**src/rtl/uart_cfg.sv**
```systemverilog
// uart_cfg: full-duplex UART with a shared 16x oversampling baud generator.
// Optional parity bit when the macro UART_PARITY_EN is defined.
module uart_cfg #(
   parameter int NB_DATA = 8,
   parameter int SB_TICK = 16,
   parameter int DVSR    = 163,
   parameter int NB_DVSR = 8
`ifdef UART_PARITY_EN
   ,
   parameter bit PARITY_ODD = 1'b0
`endif
) (
   input  logic               i_clk,
   input  logic               i_reset,
   input  logic               i_rx,
   input  logic               i_tx_start,
   input  logic [NB_DATA-1:0] i_tx,
   output logic               o_tx,
   output logic               o_tx_done_tick,
   output logic               o_tx_busy,
   output logic [NB_DATA-1:0] o_rx,
   output logic               o_rx_done_tick,
   output logic               o_frame_err,
   output logic               o_parity_err
);

   typedef enum logic [2:0] {
      ST_IDLE,
      ST_START,
      ST_DATA,
`ifdef UART_PARITY_EN
      ST_PARITY,
`endif
      ST_STOP
   } state_e;

   localparam logic [NB_DVSR-1:0] DVSR_LAST = NB_DVSR'(DVSR - 1);
   localparam logic [4:0]         TICK_MID  = 5'd7;
   localparam logic [4:0]         TICK_BIT  = 5'd15;
   localparam logic [4:0]         STOP_LAST = 5'(SB_TICK - 1);
   localparam logic [3:0]         BIT_LAST  = 4'(NB_DATA - 1);

   logic [NB_DVSR-1:0] baud_cnt_q, baud_cnt_d;
   logic               tick;

   logic               rx_meta_q, rx_sync_q;
   state_e             rx_state_q, rx_state_d;
   logic [4:0]         rx_s_q, rx_s_d;
   logic [3:0]         rx_n_q, rx_n_d;
   logic [NB_DATA-1:0] rx_b_q, rx_b_d;
   logic               rx_armed_q, rx_armed_d;
   logic [NB_DATA-1:0] rx_data_q, rx_data_d;
   logic               rx_done_q, rx_done_d;
   logic               frame_err_q, frame_err_d;

   state_e             tx_state_q, tx_state_d;
   logic [4:0]         tx_s_q, tx_s_d;
   logic [3:0]         tx_n_q, tx_n_d;
   logic [NB_DATA-1:0] tx_b_q, tx_b_d;
   logic               tx_line_q, tx_line_d;
   logic               tx_busy_q, tx_busy_d;
   logic               tx_done_q, tx_done_d;

`ifdef UART_PARITY_EN
   logic               rx_par_q, rx_par_d;
   logic               parity_err_q, parity_err_d;
   logic               tx_par_q, tx_par_d;
`endif

   always_comb begin
      tick       = (baud_cnt_q == DVSR_LAST);
      baud_cnt_d = tick ? '0 : baud_cnt_q + NB_DVSR'(1);
   end

   // RX re-arms only after the synchronized line has been seen high, so a
   // stuck-low line after a framing error or reset cannot start a frame.
   always_comb begin
      // NOTE: every signal gets a default before the case so no latch is inferred.
      rx_state_d  = rx_state_q;
      rx_s_d      = rx_s_q;
      rx_n_d      = rx_n_q;
      rx_b_d      = rx_b_q;
      rx_armed_d  = rx_armed_q | rx_sync_q;
      rx_data_d   = rx_data_q;
      rx_done_d   = 1'b0;
      frame_err_d = frame_err_q;
`ifdef UART_PARITY_EN
      rx_par_d     = rx_par_q;
      parity_err_d = parity_err_q;
`endif
      case (rx_state_q)
         ST_IDLE: begin
            if (rx_armed_q && !rx_sync_q) begin
               rx_state_d = ST_START;
               rx_s_d     = '0;
            end
         end
         ST_START: begin
            if (tick) begin
               if (rx_s_q == TICK_MID) begin
                  if (rx_sync_q) begin
                     rx_state_d = ST_IDLE;
                  end else begin
                     rx_state_d = ST_DATA;
                     rx_s_d     = '0;
                     rx_n_d     = '0;
                  end
               end else begin
                  rx_s_d = rx_s_q + 5'd1;
               end
            end
         end
         ST_DATA: begin
            if (tick) begin
               if (rx_s_q == TICK_BIT) begin
                  rx_s_d = '0;
                  rx_b_d = {rx_sync_q, rx_b_q[NB_DATA-1:1]};
                  if (rx_n_q == BIT_LAST) begin
`ifdef UART_PARITY_EN
                     rx_state_d = ST_PARITY;
`else
                     rx_state_d = ST_STOP;
`endif
                  end else begin
                     rx_n_d = rx_n_q + 4'd1;
                  end
               end else begin
                  rx_s_d = rx_s_q + 5'd1;
               end
            end
         end
`ifdef UART_PARITY_EN
         ST_PARITY: begin
            if (tick) begin
               if (rx_s_q == TICK_BIT) begin
                  rx_s_d     = '0;
                  rx_par_d   = rx_sync_q;
                  rx_state_d = ST_STOP;
               end else begin
                  rx_s_d = rx_s_q + 5'd1;
               end
            end
         end
`endif
         ST_STOP: begin
            if (tick) begin
               if (rx_s_q == STOP_LAST) begin
                  rx_state_d  = ST_IDLE;
                  rx_data_d   = rx_b_q;
                  rx_done_d   = 1'b1;
                  frame_err_d = !rx_sync_q;
`ifdef UART_PARITY_EN
                  parity_err_d = ((^rx_b_q) ^ rx_par_q) != PARITY_ODD;
`endif
                  if (!rx_sync_q) rx_armed_d = 1'b0;
               end else begin
                  rx_s_d = rx_s_q + 5'd1;
               end
            end
         end
         default: rx_state_d = ST_IDLE;
      endcase
   end

   // The line level is registered from the next state so each bit starts on
   // the same edge that consumes the previous bit's last tick.
   always_comb begin
      tx_state_d = tx_state_q;
      tx_s_d     = tx_s_q;
      tx_n_d     = tx_n_q;
      tx_b_d     = tx_b_q;
      tx_done_d  = 1'b0;
`ifdef UART_PARITY_EN
      tx_par_d   = tx_par_q;
`endif
      case (tx_state_q)
         ST_IDLE: begin
            if (i_tx_start && !tx_done_q) begin
               tx_state_d = ST_START;
               tx_s_d     = '0;
               tx_b_d     = i_tx;
`ifdef UART_PARITY_EN
               tx_par_d   = (^i_tx) ^ PARITY_ODD;
`endif
            end
         end
         ST_START: begin
            if (tick) begin
               if (tx_s_q == TICK_BIT) begin
                  tx_state_d = ST_DATA;
                  tx_s_d     = '0;
                  tx_n_d     = '0;
               end else begin
                  tx_s_d = tx_s_q + 5'd1;
               end
            end
         end
         ST_DATA: begin
            if (tick) begin
               if (tx_s_q == TICK_BIT) begin
                  tx_s_d = '0;
                  tx_b_d = {1'b0, tx_b_q[NB_DATA-1:1]};
                  if (tx_n_q == BIT_LAST) begin
`ifdef UART_PARITY_EN
                     tx_state_d = ST_PARITY;
`else
                     tx_state_d = ST_STOP;
`endif
                  end else begin
                     tx_n_d = tx_n_q + 4'd1;
                  end
               end else begin
                  tx_s_d = tx_s_q + 5'd1;
               end
            end
         end
`ifdef UART_PARITY_EN
         ST_PARITY: begin
            if (tick) begin
               if (tx_s_q == TICK_BIT) begin
                  tx_s_d     = '0;
                  tx_state_d = ST_STOP;
               end else begin
                  tx_s_d = tx_s_q + 5'd1;
               end
            end
         end
`endif
         ST_STOP: begin
            if (tick) begin
               if (tx_s_q == STOP_LAST) begin
                  tx_state_d = ST_IDLE;
                  tx_done_d  = 1'b1;
               end else begin
                  tx_s_d = tx_s_q + 5'd1;
               end
            end
         end
         default: tx_state_d = ST_IDLE;
      endcase

      case (tx_state_d)
         ST_START:  tx_line_d = 1'b0;
         ST_DATA:   tx_line_d = tx_b_d[0];
`ifdef UART_PARITY_EN
         ST_PARITY: tx_line_d = tx_par_d;
`endif
         default:   tx_line_d = 1'b1;
      endcase
      tx_busy_d = (tx_state_d != ST_IDLE) || tx_done_d;
   end

   // NOTE: sequential state uses non-blocking assignments only.
   always_ff @(posedge i_clk or negedge i_reset) begin
      if (!i_reset) begin
         baud_cnt_q  <= '0;
         rx_meta_q   <= 1'b1;
         rx_sync_q   <= 1'b1;
         rx_state_q  <= ST_IDLE;
         rx_s_q      <= '0;
         rx_n_q      <= '0;
         rx_b_q      <= '0;
         rx_armed_q  <= 1'b0;
         rx_data_q   <= '0;
         rx_done_q   <= 1'b0;
         frame_err_q <= 1'b0;
         tx_state_q  <= ST_IDLE;
         tx_s_q      <= '0;
         tx_n_q      <= '0;
         tx_b_q      <= '0;
         tx_line_q   <= 1'b1;
         tx_busy_q   <= 1'b0;
         tx_done_q   <= 1'b0;
`ifdef UART_PARITY_EN
         rx_par_q     <= 1'b0;
         parity_err_q <= 1'b0;
         tx_par_q     <= 1'b0;
`endif
      end else begin
         baud_cnt_q  <= baud_cnt_d;
         rx_meta_q   <= i_rx;
         rx_sync_q   <= rx_meta_q;
         rx_state_q  <= rx_state_d;
         rx_s_q      <= rx_s_d;
         rx_n_q      <= rx_n_d;
         rx_b_q      <= rx_b_d;
         rx_armed_q  <= rx_armed_d;
         rx_data_q   <= rx_data_d;
         rx_done_q   <= rx_done_d;
         frame_err_q <= frame_err_d;
         tx_state_q  <= tx_state_d;
         tx_s_q      <= tx_s_d;
         tx_n_q      <= tx_n_d;
         tx_b_q      <= tx_b_d;
         tx_line_q   <= tx_line_d;
         tx_busy_q   <= tx_busy_d;
         tx_done_q   <= tx_done_d;
`ifdef UART_PARITY_EN
         rx_par_q     <= rx_par_d;
         parity_err_q <= parity_err_d;
         tx_par_q     <= tx_par_d;
`endif
      end
   end

   assign o_tx           = tx_line_q;
   assign o_tx_done_tick = tx_done_q;
   assign o_tx_busy      = tx_busy_q;
   assign o_rx           = rx_data_q;
   assign o_rx_done_tick = rx_done_q;
   assign o_frame_err    = frame_err_q;
`ifdef UART_PARITY_EN
   assign o_parity_err   = parity_err_q;
`else
   assign o_parity_err   = 1'b0;
`endif

endmodule

```
**config.mk**
```make
export PLATFORM = sky130hd
export DESIGN_NAME = uart_cfg
export DESIGN_NICKNAME = d
export VERILOG_FILES = /design/src/rtl/uart_cfg.sv
export SDC_FILE = /design/constraint.sdc
export NUM_CORES = 1
export LEC_CHECK = 0
export ABC_AREA = 1
export CORE_MARGIN = 2
export CORE_UTILIZATION = 30
export DETAILED_ROUTE_END_ITERATION = 7
export GPL_ROUTABILITY_DRIVEN = 0
export GPL_TIMING_DRIVEN = 0
export REMOVE_ABC_BUFFERS = 1
export SYNTH_ARGS = -nofsm -noshare
export SYNTH_HDL_FRONTEND = slang
export SYNTH_SLANG_ARGS = --single-unit
```
**constraint.sdc**
```tcl
create_clock -name i_clk -period 2.1 [get_ports i_clk]
set_input_delay 0.63 -clock i_clk [delete_from_list [all_inputs] [get_ports i_clk]]
set_output_delay 0.63 -clock i_clk [all_outputs]
set_load 0.02 [all_outputs]
```
==> results of run 1 <==
==> per-stage QoR <==
| step | cells | setup WS, ns | instance area [µm²] | util |
|---|---|---|---|---|
| 2_1_floorplan | 410 | 0.413 | 3350 | - |
| 3_3_place_gp | 574 | -1.75 | 3770 | 0.345 |
| 3_5_place_dp | 574 | -0.150 | 3760 | 0.344 |
| 4_1_cts | 590 | 0.00705 | 4130 | 0.378 |
| 5_1_grt | 590 | -0.0391 | 4140 | 0.378 |
| 6_report | 590 | 0.165 | 4140 | 0.378 |
==> timing repair <==
| action | in CTS | in global routing |
|---|---|---|
| gates resized for setup | 0 | 3 |
| endpoints found under the setup margin | 0 | 10 |
| endpoints found under the hold margin | 0 | 0 |
==> cells in the mapped netlist <==
cell,n
nand2_1,109
dfrtp_1,60
inv_1,49
nand3_1,49
nor2_1,27
o21ai_1,17
ha_1,16
o21ai_0,14
a21oi_1,13
o21ai_2,8
inv_2,6
nand2_2,5
nand3_2,5
nor2_4,5
xor2_1,5
buf_2,3
dfstp_2,3
nor2_2,3
nor3_1,3
a21boi_0,2
clkinv_1,2
a21oi_4,1
a22oi_1,1
a31oi_1,1
buf_4,1
buf_6,1
conb_1,1
nand3b_1,1
nor3_4,1
o211ai_1,1
o211ai_2,1
==> metal layers <==
metal	global-route usage	vias to the layer above	part of all wire
li1	-	1390	-
met1	0.158	1254	0.47
met2	0.211	35	0.48
met3	0.0441	8	0.040
met4	0.0482	0	0.011
met5	0	-	0
==> report_power, final <==
part / total, mW / internal (mW) / switching [mW]
combinational: 0.623 / 0.215 / 0.408
sequential: 1.35 / 1.29 / 0.0572
clock: 1.81 / 1.26 / 0.552
total: 3.78 / 2.76 / 1.02
==> sequential cells by signal, summed over array words and instances (netlist names), 2 cells and up <==
| register | flops |
|---|---|
| rx_state_q | 2 |
| rx_s_q | 5 |
| tx_s_q | 5 |
| rx_b_q | 8 |
| baud_cnt_q | 8 |
| tx_b_q | 8 |
| rx_n_q | 4 |
| o_rx | 8 |
| tx_n_q | 4 |
| tx_state_q | 3 |
==> logic make-up (layout without fill, tap and decap cells) <==
group	Yosys count	in the layout	share of synthesized area
XOR/XNOR	5	5	0.0129
other	1	2	0.00111
adder cells (fa/ha/maj)	16	16	0.0592
AO/OA/AOI/OAI	59	59	0.105
buffers and inverters	62	97	0.0733
AND/OR/NAND/NOR	208	208	0.281
flip-flops	63	63	0.467
==> layout make-up <==
class	count	share of cell area
Multi-Input combinational cell	290	0.377
Sequential cell	63	0.382
Clock buffer	12	0.0644
Timing Repair Buffer	24	0.0581
Inverter	57	0.0517
Clock inverter	4	0.0239
Tap cell	140	0.0424
==> worst max path at each step <==
stage / start / depth (start not counted) / endpoint
3_5_place_dp: i_tx_start / 10 / tx_s_q[3]$_DFFE_PN0P_
2_1_floorplan: rx_s_q[0]$_DFFE_PN0P_ / 12 / rx_n_q[2]$_DFFE_PN0P_
5_1_grt: rx_s_q[0]$_DFFE_PN0P_ / 12 / rx_n_q[2]$_DFFE_PN0P_
6_report: o_tx_done_tick$_DFF_PN0_ / 1 / o_tx_done_tick
3_3_place_gp: i_reset / 1 / o_rx[3]$_DFFE_PN0P_
4_1_cts: o_tx$_DFF_PN1_ / 1 / o_tx
==> cell usage in the layout, fill, tap and decap left out, types with 2 or more instances in the layout <==
master           synthesis  routed
a21boi_0                 2       2
a21oi_1                 13      13
bufinv_16                0       3
clkbuf_16                0       9
clkbuf_8                 0       3
clkdlybuf4s50_1          0      22
clkinv_1                 2       2
conb_1                   1       2
dfrtp_1                 60      60
dfstp_2                  3       3
ha_1                    16      15
inv_1                   49      49
inv_2                    6       6
nand2_1                109     109
nand2_2                  5       5
nand3_1                 49      49
nand3_2                  5       5
nor2_1                  27      27
nor2_2                   3       3
nor2_4                   5       5
nor3_1                   3       3
o21ai_0                 14      13
o21ai_1                 17      18
o21ai_2                  8       8
xor2_1                   5       5
==> impl_metrics.toml, run 1 <==
[floorplanning]
fp.coreArea_um2 = 10900
fp.dieW_um = 110
ioPinCount = 26
start_util = 0.309
die_y_um = 110
row_count = 38
die-area_um2 = 12100

[global_routing]
antenna_found_initial = 0
grt_pass1_wl_mm = 12.1
grtUsageTotal = 0.129
grt_max_degree = 64
grt_pass1_vias = 2679
grt.overflow.total = 0

[run]
drv_cap = 0

[power_and_ir_drop]
p_total_mw = 3.78
powerDensity_nw_per_um2 = 915
leakage_nw = 1.96
ir_worst_vdd_v = 0.000488

[cts]
cts.path.max_buffers = 2
cts_root_buf = "clkbuf_16"
clk_latency_ns = 0.34
cts_sinks = 63
cts_hold_buffers = 0
htree_levels = 3
post_cts_buffers = 0
cts_buffers = 9
cts.clk_slew.worst_paths_ns = 0.06
cts_tree = "done"

[yosys]
ys_warn_count = 0
yosysSeqAreaShare = 0.467
synth_area_leaders = "dfrtp_1 44%, nand2_1 12%, nand3_1 7.3%"
synth_top_cell_by_area = "dfrtp_1"
ys_ff_latch = 63
synth.avg_cell_area_um2 = 8.17
syn_inst = 414
netlist_area_um2 = 3380
yosysTopAreaCellShare = 0.444
ys_types = 31

[critical_path]
start_kind = "flop"
r2r_end = "rx_n_q[2]$_DFFE_PN0P_"
ff2ff_setup_slack_ns = 0.17
critPathKind = "reg2out"
crit_required_ns = 1.47
r2r-start = "rx_s_q[0]$_DFFE_PN0P_"
critPathMaxStageDelay_ns = 0.61
cp_cell_sequence = "clkdlybuf4s50_1"
slowest_stage = "clkdlybuf4s50_1"
r2r_cells = 12
crit_arrival_ns = 1.30
crit_family = "buffers and inverters"
cp_max_fo = 2
critPathBufInv = 1
end_kind = "output port"

[worst_hold_path]
hp-class = "reg2reg"
min_from = "rx_meta_q$_DFF_PN1_"
hold_end = "rx_sync_q$_DFF_PN1_"
worstHoldPathCells = 0

[timing]
final_max_slew_viol_count = 0
max_freq_mhz = 517
finalHoldViolCount = 0
worst_slew_pin_slew_ns = 0.806
rsz0062_at_grt = "yes"
skew_ns = 0.00654
setup_violations = 0
relSlewSlack = 0.462
post-route-period-util = 0.921
period_needed_ns = 1.93
totalNegativeSetupSlack_ns = 0
hold_ws_ns = 0.354

[detailed_routing]
drt_iter0_drc = 102
wire_per_inst_um = 11.3
vias = 2687
drc = 0
drtPass1Iterations = 4
ant_nets = 0
via_per_inst = 4.55
routed_wl_mm = 6.68

[cells_and_area]
antenna_cells = 0
nets = 473
multiInputGateArea_um2 = 1560
layout-drive-gt1-share = 0.124
fill_cells = 1144
seq_area_um2 = 1580
syn2layout_area_growth_pct = 22.3

[run_status]
status = "complete, no violations"

[placed_design]
numPortBuffers = 24
place_hpwl_mm = 4.69
Power figures use the tool's default switching activity.
==> run 2: changes to the inputs <==
Settings changed: ABC_CLOCK_PERIOD_IN_PS set to 2100, CELL_PAD_IN_SITES_DETAIL_PLACEMENT set to 0, CELL_PAD_IN_SITES_GLOBAL_PLACEMENT set to 1, PLACE_DENSITY_LB_ADDON set to 0.1, SETUP_SLACK_MARGIN set to 0.5.
==> run 2 against run 1 <==
Sequential cell count unchanged; total power decreased by 7.3%; design area increased by 13%; routed wire length increased by 20%; clock skew decreased by 0.0011 ns; count of clock-buffer cells in the layout unchanged; via count increased by 5.9%; first-iteration DRC count increased by 86%; final cell count increased by 6.8%; sequential power about the same; die area unchanged.
==> impl_metrics.toml, run 2 (same netlist as run 1, synthesis figures left out) <==
[timing]
rsz0062_at_grt = "yes"
post-route-period-util = 0.829
hold_ws_ns = 0.358
setup_violations = 0
period_needed_ns = 1.74
skew_ns = 0.00546
finalHoldViolCount = 0
worst_slew_pin_slew_ns = 0.833
relSlewSlack = 0.445
final_max_slew_viol_count = 0
max_freq_mhz = 575

[cells_and_area]
final_common_cell = "nand2_1"
layout_common_cells = "88 x nand2_1, 59 x dfrtp_1, 44 x nand3_1, 40 x inv_1, 27 x buf_4"
antenna_cells = 0
post-route-util = 0.426
nets = 513
final_area_um2 = 4660
syn2layout_area_growth_pct = 37.9
layout-drive-gt1-share = 0.331

[power_and_ir_drop]
seq_power_share = 0.387
leakage_nw = 2.24
p_sw_mw = 1.10
ir_worst_vdd_v = 0.000320
powerDensity_nw_per_um2 = 751
p_total_mw = 3.50
p_sw_frac = 0.313
pwr-share-clk = 0.377
intPower_mw = 2.41
share_comb_of_total_power = 0.236

[floorplanning]
start_util = 0.309
die-area_um2 = 12100
die_y_um = 110
fp.coreArea_um2 = 10900
ioPinCount = 26
row_count = 38
fp.dieW_um = 110

[critical_path]
cp_max_fo = 4
slowest_stage = "dfrtp_1"
crit_required_ns = 2.35
crit_arrival_ns = 1.99
end_kind = "flop"
cp_cell_sequence = "ha_2 > nand2_1 > inv_2 > nand2_4 > inv_4 > ha_4 > nand3_4 > nand2_4 > nand2_4 > nor2_4 > buf_6 > nand2_2 > nand2_1 > nand2_1"
critPathKind = "reg2reg"
critPathMaxStageDelay_ns = 0.35
start_kind = "flop"

[detailed_routing]
wire_per_inst_um = 12.7
routed_wl_mm = 8.01
ant_nets = 0
drt_iter0_drc = 190
drtPass1Iterations = 4
vias = 2845
route.met3.wl_um = 235
drc = 0
wl_met2_mm = 3.50
routed.top_layer = "met4"
via_per_inst = 4.52
met1_length_mm = 4.19

[cts]
cts_tree = "done"
cts_sinks = 63
cts_root_buf = "clkbuf_16"
clk_latency_ns = 0.33
cts.clk_slew.worst_paths_ns = 0.05
cts.path.max_buffers = 2
cts_buffers = 9
htree_levels = 3
cts_hold_buffers = 0

[global_routing]
grt_pass1_vias = 2643
grtUsageTotal = 0.136
grt.overflow.total = 0
grt_pass1_wl_mm = 12.6
grt_max_degree = 64
antenna_found_initial = 0

[placed_design]
dpl_cell_area_um2 = 3760
numPortBuffers = 24
place_hpwl_mm = 5.14

[run_status]
status = "complete, no violations"

[worst_hold_path]
hp-class = "reg2reg"

[run]
drv_cap = 0
[run 2: cell types whose count changed in the layout (fill, tap and decap cells not counted), moves of 7 or more]
| cell | before | now |
|---|---|---|
| buf_4 | 1 | 27 |
| inv_1 | 49 | 40 |
| buf_2 | 0 | 10 |
| buf_6 | 0 | 12 |
| nand2_1 | 109 | 88 |
| nand2_4 | 0 | 7 |
| ha_1 | 15 | 8 |
| clkdlybuf4s50_1 | 22 | 9 |
| nand2_2 | 5 | 19 |
[run 2: timing repair]
item                       in CTS  in global routing
setup endpoints to repair      63                 58
resized for setup              88                 71
buffers inserted               17                 22
cloned                          0                  1
pin swaps                      24                 34
[run 2: area by class of cell]
| class | instances | area (µm²) |
|---|---|---|
| fill | 1128 | 6270 |
| clock inverter | 4 | 22.5 |
| tap | 140 | 175 |
| multi-input combinational | 291 | 1860 |
| sequential | 63 | 1580 |
| timing repair buffer | 63 | 553 |
| clock buffer | 12 | 236 |
| inverter | 57 | 234 |
[run 2: metrics by stage]
stage	setup slack [ns]	std cells	TNS (ns)
floorplan	0.413	410	0
global placement	-1.97	574	-123.09
detailed placement	-0.223	574	-1.51
CTS	0.305	607	0
global route	0.255	630	0
finish	0.359	630	0
[run 2: final timing paths]
| check | startpoint | cells past startpoint | endpoint | slack (ns) |
|---|---|---|---|---|
| max reg2reg | tx_s_q[1]$_DFFE_PN0P_ | 14 | o_tx$_DFF_PN1_ | 0.36 |
| min in group asynchronous | i_reset | 1 | rx_b_q[3]$_DFFE_PN0P_ | 0.40 |
| max | tx_s_q[1]$_DFFE_PN0P_ | 14 | o_tx$_DFF_PN1_ | 0.36 |
| min | rx_meta_q$_DFF_PN1_ | 0 | rx_sync_q$_DFF_PN1_ | 0.36 |
| max in group asynchronous | i_reset | 1 | rx_state_q[1]$_DFFE_PN0P_ | 1.10 |
| min reg2reg | rx_meta_q$_DFF_PN1_ | 0 | rx_sync_q$_DFF_PN1_ | 0.36 |
[run 2: worst max-delay path, delay by kind of cell, from the launching register on]
family	cells	cell delay, ns
adder cells (fa/ha/maj)	2	0.33
buffers and inverters	3	0.27
flip-flops	1	0.35
AND/OR/NAND/NOR	9	0.71
[run 2: routing by layer]
metal | up-vias | track usage
met5 | - | 0
met3 | 8 | 0.0376
met1 | 1330 | 0.185
met2 | 28 | 0.204
met4 | 0 | 0.0536
li1 | 1479 | -
[run 2: power by group through the flow]
| stage | Clock [mW] | Combinational, mW | Sequential (mW) |
|---|---|---|---|
| CTS | 1.37 | 0.710 | 1.35 |
| detailed placement | 0 | 0.633 | 1.37 |
| floorplan | 0 | 0.451 | 1.36 |
| global placement | 0 | 0.633 | 1.37 |
| finish | 1.32 | 0.828 | 1.36 |
| global route | 1.43 | 0.914 | 1.36 |
==> run 3: changes to the inputs <==
Settings changed: ABC_CLOCK_PERIOD_IN_PS 2100 to 1760.
Clock period 2.1 ns to 1.76 ns, I/O delays scaled along.
==> run 3 against run 2 <==
Clock power rose by 20%; fmax rose by 1.5%; die area unchanged; final cell count increased by 0.79%; largest cell class unchanged; hold slack lost 0.064 ns; combinational power is 26% higher; total power increased by 21%; core utilization up 1.7 points; critical path type unchanged; design area increased by 3.9%; sequential cell count unchanged.
==> impl_metrics.toml, run 3 (same netlist as run 1, synthesis figures left out) <==
[run_status]
status = "complete, no violations"

[timing]
worst_slew_pin_slew_ns = 0.830
rsz0062_at_grt = "yes"
skew_ns = 0.00775
setup_violations = 0
finalHoldViolCount = 0
period_needed_ns = 1.72
relSlewSlack = 0.447
max_freq_mhz = 583
hold_ws_ns = 0.294
final_max_slew_viol_count = 0
post-route-period-util = 0.974

[cells_and_area]
layout_common_cells = "81 x nand2_1, 57 x dfrtp_1, 44 x nand3_1, 40 x inv_1, 34 x buf_4"
syn2layout_area_growth_pct = 43.3
instances_no_fill = 635
nets = 518
layout-drive-gt1-share = 0.366
post-route-util = 0.443
antenna_cells = 0
final_common_cell = "nand2_1"

[placed_design]
dp.cells = 574
place_hpwl_mm = 5.14
numPortBuffers = 24

[critical_path]
crit_start = "rx_s_q[1]$_DFFE_PN0P_"
crit_required_ns = 2.02
end_kind = "flop"
critPathBufInv = 2
cp_max_fo = 6
critPathKind = "reg2reg"
slowest_stage = "dfrtp_1"
crit_family = "simple AND/OR/NAND/NOR gates"
r2r-start = "rx_s_q[1]$_DFFE_PN0P_"
crit_arrival_ns = 1.98
cp_cell_sequence = "ha_2 > nand2_2 > nor2_4 > ha_4 > inv_4 > nand2_4 > o21ai_2 > nor2_2 > nand3_4 > inv_4 > nand2_2 > a21oi_2"
start_kind = "flop"
critPathMaxStageDelay_ns = 0.39

[floorplanning]
die-area_um2 = 12100
die_y_um = 110
ioPinCount = 26
fp.coreArea_um2 = 10900
fp.dieW_um = 110
start_util = 0.309
row_count = 38

[cts]
cts_tree = "done"
cts.clk_slew.worst_paths_ns = 0.05
htree_levels = 3
cts_sinks = 63
cts_root_buf = "clkbuf_16"
clk_latency_ns = 0.33
cts_hold_buffers = 0
cts_buffers = 9
cts.path.max_buffers = 2

[detailed_routing]
wire_per_inst_um = 12.8
ant_nets = 0
drt_iter0_drc = 161
via_per_inst = 4.52
vias = 2870
drc = 0
routed_wl_mm = 8.13
drtPass1Iterations = 4

[global_routing]
antenna_found_initial = 0
grt_max_degree = 64
grt_pass1_wl_mm = 12.9
grtUsageTotal = 0.139
grt_pass1_vias = 2668
grt.overflow.total = 0

[power_and_ir_drop]
ir_worst_vdd_v = 0.000398
leakage_nw = 2.31
p_total_mw = 4.25
powerDensity_nw_per_um2 = 876

[worst_hold_path]
hp-class = "in2async"

[run]
drv_cap = 0
-- run 3: changes by cell type in the layout (fill, tap and decap cells not counted), sizes merged --
cell / delta
buf: +6
clkdlybuf4s15: -2
clkdlybuf4s50: +1
dlymetal6s2s: -1
inv: +2
nand3: -1
-- run 3: through the flow --
| stage | TNS (ns) | worst slack, ns | area, µm² |
|---|---|---|---|
| 6_report | 0 | 0.0449 | 4850 |
| 5_1_grt | -0.810 | -0.0803 | 4850 |
| 4_1_cts | -0.0351 | -0.0351 | 4420 |
| 3_5_place_dp | -7.25 | -0.461 | 3760 |
| 3_3_place_gp | -144.27 | -2.21 | 3770 |
| 2_1_floorplan | 0 | 0.0729 | 3350 |
-- run 3: worst reg2reg max path: cells and delay by family, from the launching register on --
kind                       cells  cell delay [ns]
AOI/OAI and AO/OA              2             0.16
adders and majority gates      2             0.38
buffers and inverters          2             0.13
and+or+nand+nor                6             0.59
DFF                            1             0.39
-- run 3: what timing repair did --
action,in CTS,in global routing
cloned,0,2
setup buffers,24,19
endpoints found under the setup margin,70,71
gates resized for setup,141,66
pin swaps,23,33
-- run 3: path summary, 6_finish.rpt --
| path | end | slack [ns] | depth (start not counted) |
|---|---|---|---|
| max | rx_n_q[2]$_DFFE_PN0P_ | 0.04 | 12 |
| min | rx_n_q[1]$_DFFE_PN0P_ | 0.29 | 1 |
| max reg2reg | rx_n_q[2]$_DFFE_PN0P_ | 0.04 | 12 |
| min reg2reg | rx_sync_q$_DFF_PN1_ | 0.36 | 0 |
| max in group asynchronous | rx_state_q[1]$_DFFE_PN0P_ | 0.86 | 1 |
| min in group i_clk | rx_sync_q$_DFF_PN1_ | 0.36 | 0 |
-- run 3: layout make-up --
type / count / area [µm²]
Clock buffer: 12 / 236
Clock inverter: 4 / 22.5
Fill cell: 1112 / 6090
Inverter: 57 / 241
Multi-Input combinational cell: 290 / 1940
Sequential cell: 63 / 1580
Tap cell: 140 / 175
Timing Repair Buffer: 67 / 632
Timing Repair inverter: 2 / 12.5
-- run 3: power by group --
group | total [mW] | switching, mW | internal, mW
clock | 1.58 | 0.631 | 0.945
combinational | 1.04 | 0.630 | 0.414
sequential | 1.63 | 0.0836 | 1.54
-- run 3: metal layers --
metal | part of all wire | global-route usage | vias up | wire length (µm)
met5 | 0 | 0 | - | 0
li1 | - | - | 1482 | -
met4 | 0.013 | 0.0536 | 0 | 109
met2 | 0.46 | 0.212 | 33 | 3710
met3 | 0.032 | 0.0376 | 8 | 261
met1 | 0.50 | 0.188 | 1347 | 4050
